--- src/rtl/waterbear_pkg.sv ---
// Shared types and constants for the waterbear program loader.
// Holds the loader FSM encoding, the error codes and the reserved-opcode mask.
package waterbear_pkg;

    typedef enum logic [2:0] {
        ST_IDLE  = 3'd0,
        ST_COUNT = 3'd1,
        ST_HI    = 3'd2,
        ST_LO    = 3'd3,
        ST_CSUM  = 3'd4,
        ST_DONE  = 3'd5,
        ST_ERR   = 3'd6
    } state_e;

    localparam logic [1:0]  ERR_NONE = 2'b00;
    localparam logic [1:0]  ERR_ZERO = 2'b01;
    localparam logic [1:0]  ERR_CSUM = 2'b10;
    localparam logic [1:0]  ERR_RSV  = 2'b11;

    localparam logic [15:0] RSV_MASK = 16'hF800;

    // States in which a frame byte may be consumed.
    function automatic logic takes_byte(input state_e st);
        case (st)
            ST_COUNT, ST_HI, ST_LO, ST_CSUM: takes_byte = 1'b1;
            default:                         takes_byte = 1'b0;
        endcase
    endfunction

    function automatic logic rsv_hit(input logic [15:0] word);
        return (word & RSV_MASK) != 16'h0000;
    endfunction

endpackage

--- src/rtl/loader_csum.sv ---
// Eight-bit running byte sum for the loader frame.
// zero reports whether the sum would be 0 once the presented byte is added.
module loader_csum (
    input  logic       clk,
    input  logic       rst,
    input  logic       clear,
    input  logic       add_en,
    input  logic [7:0] data,
    output logic       zero
);

    logic [7:0] sum_r;
    logic [7:0] sum_next_s;

    assign sum_next_s = sum_r + data;
    assign zero       = (sum_next_s == 8'h00);

    // Accumulate accepted bytes; cleared at the start of each load.
    always_ff @(posedge clk) begin
        if (rst) begin
            sum_r <= 8'h00;
        end else if (clear) begin
            sum_r <= 8'h00;
        end else if (add_en) begin
            sum_r <= sum_next_s;
        end else begin
            sum_r <= sum_r;
        end
    end

endmodule

--- src/rtl/waterbear_loader.sv ---
// Byte-stream program loader: receives a counted, checksummed frame of 16-bit
// words, writes them to program RAM and releases the CPU only on a clean load.
module waterbear_loader
    import waterbear_pkg::*;
#(
    parameter int ADDR_W    = 8,
    parameter int BASE_ADDR = 0
) (
    input  logic              clk,
    input  logic              rst,
    input  logic              start,
    input  logic              in_valid,
    input  logic [7:0]        in_data,
    output logic              in_ready,
    output logic              mem_we,
    output logic [ADDR_W-1:0] mem_addr,
    output logic [15:0]       mem_wdata,
    output logic              cpu_rst,
    output logic              done,
    output logic              err,
    output logic [1:0]        err_code
);

    localparam logic [ADDR_W-1:0] BASE_A = ADDR_W'(BASE_ADDR);
    localparam logic [ADDR_W-1:0] ONE_A  = ADDR_W'(1);

    state_e              state_r;
    state_e              state_n_s;
    logic [1:0]          err_code_n_s;
    logic                clr_s;
    logic                accept_s;
    logic                sum_zero_s;
    logic [15:0]         word_s;

    logic                in_ready_r;
    logic                mem_we_r;
    logic [ADDR_W-1:0]   mem_addr_r;
    logic [15:0]         mem_wdata_r;
    logic                cpu_rst_r;
    logic                done_r;
    logic                err_r;
    logic [1:0]          err_code_r;

    logic [7:0]          count_r;
    logic [7:0]          word_cnt_r;
    logic [7:0]          hi_r;
    logic [ADDR_W-1:0]   addr_r;
    logic                rsv_r;

    assign accept_s = in_valid & in_ready_r;
    assign word_s   = {hi_r, in_data};

    loader_csum u_csum (
        .clk    (clk),
        .rst    (rst),
        .clear  (clr_s),
        .add_en (accept_s),
        .data   (in_data),
        .zero   (sum_zero_s)
    );

    // Next-state and error-code selection.
    always_comb begin
        state_n_s    = state_r;
        err_code_n_s = err_code_r;
        clr_s        = 1'b0;
        case (state_r)
            ST_IDLE, ST_DONE, ST_ERR: begin
                if (start) begin
                    state_n_s    = ST_COUNT;
                    err_code_n_s = ERR_NONE;
                    clr_s        = 1'b1;
                end else begin
                    state_n_s = state_r;
                end
            end
            ST_COUNT: begin
                if (accept_s) begin
                    if (in_data == 8'h00) begin
                        state_n_s    = ST_ERR;
                        err_code_n_s = ERR_ZERO;
                    end else begin
                        state_n_s = ST_HI;
                    end
                end else begin
                    state_n_s = ST_COUNT;
                end
            end
            ST_HI: begin
                if (accept_s) begin
                    state_n_s = ST_LO;
                end else begin
                    state_n_s = ST_HI;
                end
            end
            ST_LO: begin
                if (accept_s) begin
                    if (word_cnt_r == (count_r - 8'd1)) begin
                        state_n_s = ST_CSUM;
                    end else begin
                        state_n_s = ST_HI;
                    end
                end else begin
                    state_n_s = ST_LO;
                end
            end
            ST_CSUM: begin
                // A bad checksum outranks a reserved-bit violation.
                if (accept_s) begin
                    if (!sum_zero_s) begin
                        state_n_s    = ST_ERR;
                        err_code_n_s = ERR_CSUM;
                    end else if (rsv_r) begin
                        state_n_s    = ST_ERR;
                        err_code_n_s = ERR_RSV;
                    end else begin
                        state_n_s = ST_DONE;
                    end
                end else begin
                    state_n_s = ST_CSUM;
                end
            end
            default: begin
                state_n_s    = ST_IDLE;
                err_code_n_s = ERR_NONE;
            end
        endcase
    end

    // State register plus outputs registered from the next state.
    always_ff @(posedge clk) begin
        if (rst) begin
            state_r     <= ST_IDLE;
            in_ready_r  <= 1'b0;
            mem_we_r    <= 1'b0;
            mem_addr_r  <= BASE_A;
            mem_wdata_r <= 16'h0000;
            cpu_rst_r   <= 1'b1;
            done_r      <= 1'b0;
            err_r       <= 1'b0;
            err_code_r  <= ERR_NONE;
            count_r     <= 8'h00;
            word_cnt_r  <= 8'h00;
            hi_r        <= 8'h00;
            addr_r      <= BASE_A;
            rsv_r       <= 1'b0;
        end else begin
            state_r    <= state_n_s;
            in_ready_r <= takes_byte(state_n_s);
            done_r     <= (state_n_s == ST_DONE);
            err_r      <= (state_n_s == ST_ERR);
            cpu_rst_r  <= (state_n_s != ST_DONE);
            err_code_r <= err_code_n_s;
            mem_we_r   <= 1'b0;
            if (clr_s) begin
                count_r    <= 8'h00;
                word_cnt_r <= 8'h00;
                addr_r     <= BASE_A;
                rsv_r      <= 1'b0;
            end else if (accept_s) begin
                case (state_r)
                    ST_COUNT: count_r <= in_data;
                    ST_HI:    hi_r    <= in_data;
                    ST_LO: begin
                        mem_we_r    <= 1'b1;
                        mem_wdata_r <= word_s;
                        mem_addr_r  <= addr_r;
                        addr_r      <= addr_r + ONE_A;
                        word_cnt_r  <= word_cnt_r + 8'd1;
                        rsv_r       <= rsv_r | rsv_hit(word_s);
                    end
                    default: begin
                        hi_r <= hi_r;
                    end
                endcase
            end else begin
                hi_r <= hi_r;
            end
        end
    end

    assign in_ready  = in_ready_r;
    assign mem_we    = mem_we_r;
    assign mem_addr  = mem_addr_r;
    assign mem_wdata = mem_wdata_r;
    assign cpu_rst   = cpu_rst_r;
    assign done      = done_r;
    assign err       = err_r;
    assign err_code  = err_code_r;

endmodule

--- config.mk ---
export PLATFORM = sky130hd
export DESIGN_NAME = waterbear_loader
export DESIGN_NICKNAME = d
export VERILOG_FILES = /design/src/rtl/waterbear_pkg.sv /design/src/rtl/loader_csum.sv /design/src/rtl/waterbear_loader.sv
export SDC_FILE = /design/constraint.sdc
export NUM_CORES = 1
export LEC_CHECK = 0
export ABC_AREA = 1
export BUFFER_PORTS_ARGS = -buffer_cell sky130_fd_sc_hd__buf_2
export CORE_MARGIN = 2
export CORE_UTILIZATION = 45
export DETAILED_ROUTE_END_ITERATION = 7
export GPL_TIMING_DRIVEN = 0
export PLACE_DENSITY = 0.61
export RECOVER_POWER = 50
export SYNTH_ARGS = -nofsm -noshare
export SYNTH_HDL_FRONTEND = slang
export SYNTH_HIERARCHICAL = 1
export SYNTH_SLANG_ARGS = --single-unit
--- constraint.sdc ---
create_clock -name clk -period 7 [get_ports clk]
set_clock_uncertainty 0.2 [all_clocks]
set_input_delay 1.4 -clock clk [delete_from_list [all_inputs] [get_ports clk]]
set_output_delay 1.4 -clock clk [all_outputs]
set_load 0.005 [all_outputs]
## Word level (Yosys, flattened, before mapping)

Index checks and enable logic that the tools add are counted.

| storage, ports and cells | value |
|---|---|
| register bits after elaboration | 75 |
| input bits | 12 |
| output and inout bits | 31 |
| logic and storage cells | 78 |

| cells by class | value |
|---|---|
| $add $sub $neg | 4 |
| eq/ne operators | 19 |
| muxes and demuxes | 21 |
| bitwise gates (word level) | 5 |
| reduce and logical (&&, ||, !) cells | 14 |

Operators with widths:

| operator | number |
|---|---|
| $eq 3x3->1 const B | 6 |
| $mux 3 | 6 |
| $add 8x1->8 const B | 2 |
| $logic_not 8->1 | 2 |
| $mux 2 | 8 |
| $reduce_bool 16->1 | 1 |
| $pmux 3 s5 | 1 |
| $eq 3x2->1 const B | 4 |
| $add 8x8->8 | 1 |
| $eq 8x8->1 | 1 |
| $ne 2x2->1 const B | 4 |
| $pmux 2 s4 | 1 |
| $sub 8x1->8 const B | 1 |
| $eq 3x1->1 const B | 2 |
| $ne 3x3->1 const B | 2 |
| $reduce_and 3->1 | 2 |
| $reduce_and 6->1 | 1 |
| $reduce_or 3->1 | 2 |
| $mux 1 | 5 |
| $reduce_and 2->1 | 2 |
| $reduce_or 2->1 | 2 |
| $reduce_or 4->1 | 1 |
| $logic_not 3->1 | 1 |
| $not 1->1 | 3 |
| 2 further kinds | 2 |

## Logic depth before layout (Yosys ltp)

| logic depth | value |
|---|---|
| word-level depth | 8 |
| gate-level depth with buffers | 20 |
| gate-level depth less buffers | 20 |

## Hierarchy

The synthesis kept the hierarchy.

Modules (own cells, without submodules):

| module | times used | cells each | area an instance (um^2) | sequential area each (um^2) |
|---|---|---|---|---|
| waterbear_loader | 1 | 398 | 2912.8 | 1341.3 |
| loader_csum | 1 | 120 | 737.0 | 160.2 |

## Least setup slack after synthesis

OpenSTA, ideal clock, no wires.

| timing | value |
|---|---|
| path type | input-to-reg |
| from | in in_data[0] |
| to | reg in_ready_r (netlist: in_ready) |
| data arrival time | 3.410 ns |
| required time | 6.687 ns |
| slack | 3.277 ns |
| cell stages on the path | 17 |
| buffers on the path | 0 |
| path through | ha_1 > fa_1 > or2_1 > nor2_1 > nand3_1 > nor2_1 > nand2_1 > nor2_2 > inv_1 > o21ai_0 > o211ai_1 > a21oi_1 > nand2_1 > nand2_2 > nand2_2 > nor2_1 > nor2_1 |

| on the way | value |
|---|---|
| longest elaborated chain between the ends | 8 |
| elaborated cells between the ends (all ways) | 14 |
| those cells by class | 1 x add/sub; 4 x eq/ne; 6 x mux; 3 x reduce/logical |

Ends and longest elaborated chain:

| element | line | source |
|---|---|---|
| start: declaration | waterbear_loader.sv:13 | `input logic [7:0] in_data,` |
| $add 8x8->8 * | loader_csum.sv:15 | `assign sum_next_s = sum_r + data;` |
| net u_csum.sum_next_s[1] | loader_csum.sv:13 | `logic [7:0] sum_next_s;` |
| $logic_not 8->1 * | loader_csum.sv:16 | `assign zero = (sum_next_s == 8'h00);` |
| net sum_zero_s | waterbear_loader.sv:32 | `logic sum_zero_s;` |
| $mux 2 * | waterbear_loader.sv:110 | `if (!sum_zero_s) begin` |
| $mux 3 * | waterbear_loader.sv:109 | `if (accept_s) begin` |
| $pmux 3 s5 * | waterbear_loader.sv:67 | `case (state_r)` |
| $eq 3x1->1 (tied with other cells) | waterbear_pkg.sv:24 | `case (st)` |
| $reduce_or 4->1 * | waterbear_pkg.sv:24 |  |
| $mux 1 * | waterbear_pkg.sv:24 |  |
| end signal: assignment | waterbear_loader.sv:149 | `in_ready_r <= takes_byte(state_n_s);` |
| end: declaration | waterbear_loader.sv:35 | `logic in_ready_r;` |

The timed path passes the listed nets; every way through them passes the cells marked *.
A chain may end at the register's enable or synchronous reset.

## Worst setup path after layout

Same ends and word-level chain as after synthesis.

==> flow_metrics.py <==
metrics = {
    "status": {
        "outcome": "finished clean",
    },
    "setup_path": {
        "critPathTopFamily": "simple AND/OR/NAND/NOR gates",
        "crit_required_ns": 7.09,
        "worstSetupPathType": "input port to flop",
        "slowest_stage": "fa_1",
        "crit_path_frequent_cell": "nand2_1",
        "crit_path_cell_trace": "buf_2 -> ha_1 -> fa_1 -> or2_1 -> nor2_1 -> nand3_1 -> nor2_1 -> nand2_1 -> nor2_2 -> inv_1 -> o21ai_0 -> o211ai_1 -> a21oi_1 -> nand2_1 -> nand2_2 -> nand2_2 -> nand2_1 -> nand2_1 -> nor2_1",
        "path_max_fanout": 4,
        "setup.worst_path.end_class": "flop",
        "slowest_delay_ns": 0.45,
        "cp.arrival_ns": 3.87,
        "worst_setup_path_start_kind": "input port",
        "cp_num_buf_inv": 2,
    },
    "logic_synthesis": {
        "ys_warn_count": 6,
        "synthAdderAreaFrac_pct": 3.98,
        "synthCells": 518,
        "synth_nets": 541,
        "synth_mux_area_share_pct": 0,
        "synth_top_family_by_area": "simple AND/OR/NAND/NOR gates",
        "synth_area_um2": 3650,
        "synthSimpleGateAreaFrac_pct": 30.4,
        "synth-compound-area-share_pct": 13.2,
        "ys_ff_latch": 75,
        "synth.distinct_cells": 34,
        "synth_area_per_cell_um2": 7.05,
        "yosysSeqAreaShare_pct": 41.1,
        "synthXorXnorAreaFrac_pct": 2.40,
    },
    "timing": {
        "tns_ns": 0,
        "worst_slack_ns": 3.22,
        "drv_slew": 0,
        "tightest_slew_ns": 0.577,
        "fmax_ghz": 0.264,
        "hold_viol_final": 0,
        "setup_viol": 0,
        "min_period_ns": 3.78,
        "rsz0062_at_grt": "false",
        "max-slew-margin-rel_pct": 61.5,
        "post-route-period-util_pct": 54.0,
    },
    "global_routing": {
        "grt_pass1_vias": 3164,
        "grt_pass1_wl_um": 14500,
        "grt_max_degree": 17,
        "overflow": 0,
        "antenna_found_initial": 0,
        "grtUsageTotal_pct": 20.8,
    },
    "placement": {
        "dp_slack_ns": 2.89,
        "dp_hpwl_um": 6340,
        "port-buffer-count": 42,
        "gp_congestion": 0.859,
    },
    "clocking": {
        "clk_pin_slew_ns": 0.09,
        "h-tree-depth": 3,
        "clk-insertion-delay-late_ns": 0.35,
        "cts_resized": 0,
        "clockRootBuffer": "clkbuf_8",
        "holdBufCountCts": 0,
        "clock-sinks": 75,
        "clk_path_buf_depth": 2,
        "numCtsBuffers": 9,
        "cts_tree": "yes",
        "post-cts-setup-buffer-count": 0,
    },
    "drt": {
        "dr.pass1.iters": 4,
        "avgRoutedWirePerCell_um": 12.5,
        "ant_nets": 0,
        "vias": 3341,
        "drt_iter0_markers": 96,
        "drc": 0,
        "vias_per_cell": 4.93,
        "wl_um": 8490,
    },
    "floorplan": {
        "fp-row-count": 32,
        "start_util_pct": 46.7,
        "core_area_um2": 7810,
        "die_h_um": 94.1,
        "pin_count": 43,
        "dieArea_um2": 8850,
        "fp.dieW_um": 94.1,
    },
    "layout": {
        "layout_common_cells": "99 x nand2_1, 76 x nor2_1, 75 x dfxtp_1",
        "fin_nets": 594,
        "syn2layout_area_growth_pct": 13.6,
        "drive_gt1_share_pct": 13.0,
        "n_antenna_cell": 0,
        "final_common_cell": "nand2_1",
    },
    "hold_path": {
        "min_path_type": "flop to flop",
    },
    "pwr": {
        "power_density_nw_per_um2": 230,
        "peakVddDrop_mv": 0.128,
        "p_leak_nw": 1.87,
    },
    "flow_run": {
        "maxCapViolCount": 0,
    },
}
==> final timing paths <==
check	slack [ns]	endpoint	cells past startpoint	from
hold / removal	0.26	err_code[0]	2	err_code[0]
setup / recovery	3.22	in_ready	19	in_data[0]
hold reg to reg	0.26	err_code[0]	2	err_code[0]
setup reg to reg	4.10	in_ready	18	u_csum/sum_r[0]
==> final cells by class <==
type | count | area [um^2]
Fill cell | 825 | 3660
Multi-Input combinational cell | 361 | 1820
Clock inverter | 7 | 65.1
Inverter | 68 | 255
Timing Repair Buffer | 42 | 195
Clock buffer | 9 | 124
Sequential cell | 75 | 1500
Tap cell | 102 | 128
Buffer | 14 | 60.1
==> worst min-delay path, delay by kind of cell (launching register included) <==
| family | cells | cell delay, ns |
|---|---|---|
| buffers and inverters | 1 | 0.04 |
| AO/OA/AOI/OAI | 1 | 0.05 |
| flip-flops | 1 | 0.32 |
==> kinds of logic (layout without fill, tap and decap cells) <==
family / after synthesis / after routing
and+or+nand+nor: 247 / 247
adders and majority gates: 11 / 11
DFF: 75 / 75
xor gates and xnor gates: 10 / 10
buffers and inverters: 82 / 140
AOI/OAI and AO/OA: 93 / 93
==> per-stage QoR <==
stage / utilization (%) / std cells / hold WS, ns / instance area, um^2 / power [W]
detailed placement: 51.1 / 662 / 0.251 / 3990 / 0.000633
global placement: 51.1 / 662 / 0.241 / 3990 / 0.000629
floorplan: - / 518 / 0.241 / 3650 / 0.000589
global route: 53.1 / 678 / 0.284 / 4150 / 0.00101
CTS: 53.5 / 678 / 0.264 / 4180 / 0.000963
finish: 53.1 / 678 / 0.256 / 4150 / 0.000953
==> per-layer routing <==
metal / track usage [%] / vias up / share of wire [%]
li1: - / 1773 / -
met1: 26.8 / 1505 / 49
met2: 34.7 / 55 / 47
met3: 3.29 / 8 / 2.9
met4: 8.33 / 0 / 1.1
met5: 0 / - / 0
==> Yosys cell counts <==
cell type | count | area share (%)
nand3b_1 | 6 | 1.2
clkbuf_2 | 1 | 0.14
buf_2 | 4 | 0.55
fa_1 | 1 | 0.55
nor3_1 | 5 | 0.69
o211ai_1 | 2 | 0.41
a21oi_2 | 1 | 0.24
ha_1 | 10 | 3.4
nor4_1 | 1 | 0.17
clkbuf_1 | 7 | 0.72
nor3b_1 | 1 | 0.21
clkinv_1 | 1 | 0.10
xor2_1 | 4 | 0.96
nand4_1 | 7 | 1.2
buf_6 | 1 | 0.31
buf_4 | 1 | 0.21
nand2_2 | 9 | 1.5
o21ai_0 | 41 | 5.6
nor2_1 | 76 | 7.8
nor2_2 | 6 | 1.0
a21oi_1 | 45 | 6.2
o21ai_1 | 2 | 0.27
inv_2 | 6 | 0.62
nand3_1 | 30 | 4.1
nor3_2 | 2 | 0.55
inv_1 | 61 | 6.3
o31ai_1 | 1 | 0.21
xnor2_1 | 6 | 1.4
or2_1 | 1 | 0.17
dfxtp_1 | 75 | 41
nand2_1 | 97 | 10
nor2_4 | 1 | 0.31
o211a_1 | 1 | 0.27
nand3_2 | 5 | 1.4
==> power by group <==
part | switching [W] | internal, W
Sequential | 0.0000111 | 0.000442
Combinational | 0.000111 | 0.0000577
Clock | 0.000192 | 0.000140
Total | 0.000314 | 0.000639
==> flip-flops by register name (all words and copies together), names as in the netlist <==
signal,cells
state_r,3
addr_r,8
cpu_rst,1
count_r,8
err,1
u_csum/sum_r,8
hi_r,8
word_cnt_r,8
done,1
mem_addr,8
in_ready,1
mem_wdata,16
rsv_r,1
err_code,2
mem_we,1
Power figures use the tool's default switching activity.
